--- src/rtl/cache_fill_ctrl.sv ---
// Multi-channel cache block fill controller: fixed-priority grant, pipelined word reads, data then tag write.
// Optional macro CACHE_FILL_CRITICAL_WORD_FIRST_EN fetches the missed word first and wraps around the block.
module cache_fill_ctrl #(
    parameter int NUM_CH          = 2,
    parameter int ADDR_W          = 16,
    parameter int WORD_BYTES      = 2,
    parameter int WORDS_PER_BLOCK = 8,
    parameter int MEM_LATENCY     = 4,
    localparam int CH_W  = (NUM_CH > 1) ? $clog2(NUM_CH) : 1,
    localparam int IDX_W = $clog2(WORDS_PER_BLOCK)
) (
    input  logic                     clk,
    input  logic                     rst,
    input  logic [NUM_CH-1:0]        miss_detected,
    input  logic [NUM_CH*ADDR_W-1:0] miss_address,
    input  logic                     memory_stall,
    output logic [NUM_CH-1:0]        fsm_busy,
    output logic [CH_W-1:0]          fill_channel,
    output logic                     mem_read,
    output logic [ADDR_W-1:0]        memory_address,
    output logic                     write_data_array,
    output logic                     write_tag_array,
    output logic [IDX_W-1:0]         fill_word_offset,
    output logic                     fill_done
);

    localparam int BYTE_BITS = $clog2(WORD_BYTES);
    localparam int OFF_BITS  = $clog2(WORDS_PER_BLOCK * WORD_BYTES);
    localparam int LAST_T    = WORDS_PER_BLOCK + MEM_LATENCY - 1;
    localparam int CNT_W     = $clog2(WORDS_PER_BLOCK + MEM_LATENCY) + 1;
    localparam logic [ADDR_W-1:0] BLOCK_MASK = ~((ADDR_W'(1) << OFF_BITS) - ADDR_W'(1));

    typedef enum logic {
        IDLE,
        FILL
    } state_e;

    state_e              state_q, state_d;
    logic [CNT_W-1:0]    t_q, t_d;
    logic [ADDR_W-1:0]   base_q, base_d;
    logic [CH_W-1:0]     owner_q, owner_d;
`ifdef CACHE_FILL_CRITICAL_WORD_FIRST_EN
    logic [IDX_W-1:0]    crit_q, crit_d;
`endif

    logic                grantValid;
    logic [CH_W-1:0]     grantCh;
    logic [ADDR_W-1:0]   grantAddr;
    logic [IDX_W-1:0]    issueIdx;
    logic [IDX_W-1:0]    returnIdx;
    logic                isLast;

    always_ff @(posedge clk) begin
        if (rst) begin
            state_q <= IDLE;
            t_q     <= '0;
            base_q  <= '0;
            owner_q <= '0;
`ifdef CACHE_FILL_CRITICAL_WORD_FIRST_EN
            crit_q  <= '0;
`endif
        end else begin
            state_q <= state_d;
            t_q     <= t_d;
            base_q  <= base_d;
            owner_q <= owner_d;
`ifdef CACHE_FILL_CRITICAL_WORD_FIRST_EN
            crit_q  <= crit_d;
`endif
        end
    end

    // Lowest requesting index wins; scanning downward leaves the smallest set bit.
    always_comb begin
        grantValid = |miss_detected;
        grantCh    = '0;
        for (int c = NUM_CH - 1; c >= 0; c--) begin
            if (miss_detected[c]) grantCh = CH_W'(c);
        end
        grantAddr = miss_address[grantCh*ADDR_W +: ADDR_W];
    end

    // The return index is t-L taken modulo W, which is exact because t-L lies in [0, W).
`ifdef CACHE_FILL_CRITICAL_WORD_FIRST_EN
    assign issueIdx  = t_q[IDX_W-1:0] + crit_q;
    assign returnIdx = t_q[IDX_W-1:0] - IDX_W'(MEM_LATENCY) + crit_q;
`else
    assign issueIdx  = t_q[IDX_W-1:0];
    assign returnIdx = t_q[IDX_W-1:0] - IDX_W'(MEM_LATENCY);
`endif

    assign isLast = (t_q == CNT_W'(LAST_T));

    always_comb begin
        state_d          = state_q;
        t_d              = t_q;
        base_d           = base_q;
        owner_d          = owner_q;
`ifdef CACHE_FILL_CRITICAL_WORD_FIRST_EN
        crit_d           = crit_q;
`endif
        fsm_busy         = '0;
        fill_channel     = '0;
        mem_read         = 1'b0;
        memory_address   = '0;
        write_data_array = 1'b0;
        write_tag_array  = 1'b0;
        fill_word_offset = '0;
        fill_done        = 1'b0;

        case (state_q)
            IDLE: begin
                if (grantValid) begin
                    fsm_busy = NUM_CH'(1) << grantCh;
                    owner_d  = grantCh;
                    base_d   = grantAddr & BLOCK_MASK;
`ifdef CACHE_FILL_CRITICAL_WORD_FIRST_EN
                    crit_d   = grantAddr[OFF_BITS-1:BYTE_BITS];
`endif
                    t_d      = '0;
                    state_d  = FILL;
                end
            end
            FILL: begin
                fill_channel = owner_q;
                if (t_q < CNT_W'(WORDS_PER_BLOCK)) begin
                    memory_address = base_q + (ADDR_W'(issueIdx) << BYTE_BITS);
                end
                if (t_q >= CNT_W'(MEM_LATENCY)) begin
                    fill_word_offset = returnIdx;
                end
                // A stall freezes the counter, so the address and offset above stay put by themselves.
                if (!isLast || memory_stall) begin
                    fsm_busy = NUM_CH'(1) << owner_q;
                end
                if (!memory_stall) begin
                    mem_read         = (t_q < CNT_W'(WORDS_PER_BLOCK));
                    write_data_array = (t_q >= CNT_W'(MEM_LATENCY));
                    write_tag_array  = isLast;
                    fill_done        = isLast;
                    if (isLast) begin
                        state_d = IDLE;
                        t_d     = '0;
                    end else begin
                        t_d = t_q + CNT_W'(1);
                    end
                end
            end
            default: state_d = IDLE;
        endcase

        if (rst) begin
            fsm_busy         = '0;
            fill_channel     = '0;
            mem_read         = 1'b0;
            memory_address   = '0;
            write_data_array = 1'b0;
            write_tag_array  = 1'b0;
            fill_word_offset = '0;
            fill_done        = 1'b0;
        end
    end

endmodule
--- config.mk ---
export PLATFORM = sky130hd
export DESIGN_NAME = cache_fill_ctrl
export DESIGN_NICKNAME = d
export VERILOG_FILES = /design/src/rtl/cache_fill_ctrl.sv
export SDC_FILE = /design/constraint.sdc
export NUM_CORES = 1
export LEC_CHECK = 0
export BUFFER_PORTS_ARGS = -buffer_cell sky130_fd_sc_hd__buf_2
export CELL_PAD_IN_SITES_DETAIL_PLACEMENT = 2
export CELL_PAD_IN_SITES_GLOBAL_PLACEMENT = 2
export CORE_UTILIZATION = 25
export DETAILED_ROUTE_END_ITERATION = 8
export PLACE_DENSITY_LB_ADDON = 0.1
export SLEW_MARGIN = 15
export SYNTH_ARGS = -nofsm -noshare
export SYNTH_HDL_FRONTEND = slang
export SYNTH_SLANG_ARGS = --single-unit
--- constraint.sdc ---
create_clock -name clk -period 1.6 [get_ports clk]
set_input_delay 0.32 -clock clk [delete_from_list [all_inputs] [get_ports clk]]
set_output_delay 0.32 -clock clk [all_outputs]
set_load 0.02 [all_outputs]
* After elaboration in Yosys (flattened, before gate mapping)
Cells that the tools add are included.
Word-level totals: flip-flop bits (word level) 19, bits in latches 0, RAM bits 0, bits in read-only memories 0, output and inout bits 26, memories 0
Operators by class: add/sub/neg operators 3, multiply operators 0, div/mod/pow operators 0, magnitude comparators 2, equality and inequality tests 3, shift operators 3, multiplexer cells 31, bitwise gates (word level) 1, reductions and logical operators 5
Operators with widths (count):
- $mux 16 | 3
- $shiftx 32x6->16 | 1
- $add 16x4->16 | 1
- $mux 1 | 16
- $mux 5 | 3
- $pmux 5 s2 | 1
- $mux 3 | 3
- $mux 2 | 3
- $add 5x1->5 const B | 1
- $eq 5x4->1 const B | 1
- $ge 5x3->1 const B | 1
- $lt 5x4->1 const B | 1
- $ne 2x2->1 const B | 2
- $pmux 2 s2 | 1
- $reduce_and 2->1 | 2
- $shl 1x1->2 const A | 2
- $sub 3x3->3 const B | 1
- $pmux 1 s2 | 1
- $reduce_or 2->1 | 1
- $logic_not 1->1 | 1
- $logic_or 1x1->1 | 1
- $not 1->1 | 1

* Longest topological paths before layout
depth in word-level cells 6, depth in mapped cells 5, mapped depth without buffers 4

* Worst setup path before layout
No wires, ideal clock.
path kind reg2out, from register t_q[0], to output port write_tag_array, arrival 1.619 ns, data required time 1.280 ns, slack -0.339 ns, cell stages (with the launch flop) 5, path buffers 1, path through dfxtp_1 ha_1 nand4bb_1 nor3_1 buf_4
On the way: longest elaborated chain between the ends 4
Ends and longest elaborated chain:
- start, declared | RTL line 39 | logic [CNT_W-1:0] t_q, t_d;
- start signal, assigned | RTL line 64 | t_q <= t_d;
- $eq 5x4->1 | RTL line 92 | assign isLast = (t_q == CNT_W'(LAST_T));
- $mux 1 (3 in a row)
- end, declared | RTL line 22 | output logic write_tag_array,
Every way passes these cells.

* Worst setup path in the final report
from register t_q[1], to output port write_tag_array
On the way: longest elaborated chain between the ends 4
Ends and longest elaborated chain:
- $eq 5x4->1 | RTL line 92
- $mux 1 | RTL line 136 | if (!memory_stall) begin
- $mux 1 | RTL line 111 | case (state_q)
- $mux 1 | RTL line 152 | if (rst) begin
Every way passes these cells.

==> results.md <==
- Number of synthesized flops with an enable pin: 0
- Post-route DRC violation count: 0
- Dpl cells: 254
- Area of the core: 0.00475 mm²
- Cts hold-fix bufs: 0
- Nets@finish: 236
- Fmax: 600 MHz
- Sequential fraction of the synthesis area: 30.6%
- Hold path start: miss_detected[0]
- Layout Cells excl Fill: 264
- Syn avg cell area: 9.47 µm²
- Vias in the first global route: 1307
- Setup crit start: t_q[1]
- Initial detailed-routing violation count: 19
- Pwr/cell area: 665 mW/mm²
- Yosys cell types: 37
- Failing checks: setup timing
- DIE AREA: 0.00525 mm²
- Hpwl dp: 2880 µm
- CP most frequent cell: buf_6
- Synthesis warning total: 0
- GRT Overall Usage: 15.0%
- Worst reg2reg path depth: 5
- Grt total ovfl: 0
- CP peak stage delay: 0.36 ns
- Htree depth: 1
- Area after DPL: 0.00165 mm²
- WS Path Type: register to output pin
- Crit path capture: write_tag_array
- Synth top area share: 30.6%
- Final Hold Vio Count: 0
- Port bufs: 53
- Rows: 25
- Status: finished, violations left
- Max-cap check violation count: 0
- Initial Util: 26.1%
- Syn-to-layout area delta: 60.2%
- Fill cells: 548
- Clock root cell: clkbuf_8
- Commonest cells in the netlist: dfxtp_1, and2_1, a211oi_2, mux2i_1, nor2_1
- Pin count of the biggest net entering global routing: 25
- I/O Pins: 63
- Most frequent cell after synthesis: dfxtp_1
- Height of the die: 72.5 µm
- DIE WIDTH: 72.5 µm
- Multi-input gate area: 871 µm²
- Async SR Flop Fraction: 0%
- RSZ-0062 raised after global routing: yes
- Final Slew Violations: 0
- Worst EP required: 1.28 ns
- Ranking of synthesized cells by area: dfxtp_1, a211oi_2, mux2i_1
- Final instance area: 0.00199 mm²
- Clock-pin slew on the worst setup and hold paths: 0.07 ns
- Fin crit share: 104%
- CP Launch Type: register
- Layout cells sized above 1: 68.0%
- Setup slack after placement: -0.00591 ns
- # diodes: 0
- Post-synth top flop: dfxtp_1
- Routed WL: 4110 µm
- Minimum clock period after layout: 1.67 ns
- Sinks on Clock Net: 19
- Initial antenna violation count: 0
- CTS max path bufs: 2
- Final RePlAce weighted congestion: 0.770
- Total power: 1.32 mW
- Worst r2r src: state_q
- LEAKAGE: 0.905 nW
- Synth area leader: dfxtp_1
- Pre-Repair DR Iteration Count: 2
- CTS tree: built
- PnR worst setup slack: -0.0679 ns
- CP Cell Sequence: ha_4 -> nand4bb_4 -> buf_6 -> nor3_4 -> buf_6
- WL/cell: 15.6 µm
- Worst Path Max Fanout: 2
- Sequential cell area: 395 µm²
- Mapped Nets: 169
- Via count: 1229
- FF-to-FF End: base_q[14]
- Post-route ant nets: 0
- Crit path DAT: 1.35 ns
- HP Class: input port to register
- Synthesized area: 0.00124 mm²
- Post-Synthesis Cells: 131
- #FFs+latches synth: 19
- Vias per inst: 4.66
- Total clock buffers created by CTS: 3
- Clock Latency Late Sink: 0.25 ns
- R2R Setup Slk: 0.24 ns
- Worst VDD drop: 289 µV
- Final setup fails: 19
- Slowest stage cell on the critical path: dfxtp_2
- First-pass GRT wire length: 6200 µm
- Crit. End Element: output pin
- Post-Route Skew: 0.00368 ns
[flip-flops by register name (all words and copies together) (netlist names)]
signal	cells
state_q	1
base_q	12
t_q	5
owner_q	1
[cell type report]
| class | instances | share of cell area (%) |
|---|---|---|
| Sequential cell | 19 | 19.9 |
| Timing Repair Buffer | 74 | 29.1 |
| Inverter | 4 | 0.755 |
| Multi-Input combinational cell | 96 | 43.8 |
| Tap cell | 67 | 4.22 |
| Clock buffer | 4 | 2.27 |
[routing by layer]
layer / wire length (µm) / GRT usage [%] / up-vias
met5: 0 / 0 / -
met4: 15 / 2.61 / 0
met1: 1650 / 17.3 / 603
met3: 166 / 2.22 / 2
li1: - / - / 594
met2: 2280 / 29.3 / 30
[repair_timing]
item,in CTS,in global routing
endpoints found under the setup margin,24,23
pin swaps,3,7
gates resized for setup,41,40
cloned,0,1
setup buffers,2,3
[report_power, final]
part / switching, mW / leakage, nW / total (mW) / internal, mW
registers: 0.0340 / 0.160 / 0.553 / 0.519
clock network: 0.155 / 0.0228 / 0.332 / 0.177
logic: 0.231 / 0.722 / 0.439 / 0.207
total: 0.420 / 0.905 / 1.32 / 0.902
[worst min path at each step]
stage / endpoint / depth (start not counted)
2_1_floorplan: owner_q / 1
3_3_place_gp: base_q[15] / 2
3_5_place_dp: base_q[15] / 2
4_1_cts: owner_q / 2
5_1_grt: owner_q / 2
6_report: owner_q / 2
[metrics by stage]
stage,hold WS (ns),TNS (ns),utilization [%]
finish,0.335,-0.405,41.8
global route,0.331,-1.75,41.8
CTS,0.328,-0.394,38.6
detailed placement,0.509,-0.00912,34.6
global placement,0.500,0,34.6
floorplan,0.421,-0.00550,-
[kinds of logic (layout without fill, tap and decap cells)]
group | count (synthesis) | after routing | share of synthesized area [%]
multiplexers | 13 | 13 | 10.6
adder cells (fa/ha/maj) | 1 | 1 | 1.01
AND/OR/NAND/NOR | 57 | 57 | 27.3
buffers and inverters | 16 | 82 | 9.78
AO/OA/AOI/OAI | 24 | 24 | 20.4
other | 1 | 1 | 0.302
flip-flops | 19 | 19 | 30.6
[placed cells by master (no fill, tap or decap), types with 3 or more instances in the layout]
master	netlist	routed
a211oi_2	12	12
a21oi_1	3	3
and2_1	16	3
and2_4	0	13
buf_2	3	32
buf_4	3	17
buf_6	4	24
clkbuf_8	0	3
dfxtp_1	19	13
dfxtp_2	0	3
dfxtp_4	0	3
mux2i_1	12	12
nand3_1	6	6
nor2_1	9	7
nor2_2	8	9
nor3_4	1	3
[worst max-delay path, delay by kind of cell (launching register included)]
family | cells | cell delay (ns)
buffers and inverters | 2 | 0.30
DFF | 1 | 0.36
and+or+nand+nor | 2 | 0.29
adders and majority gates | 1 | 0.16
(Power assumes the default switching activity.)
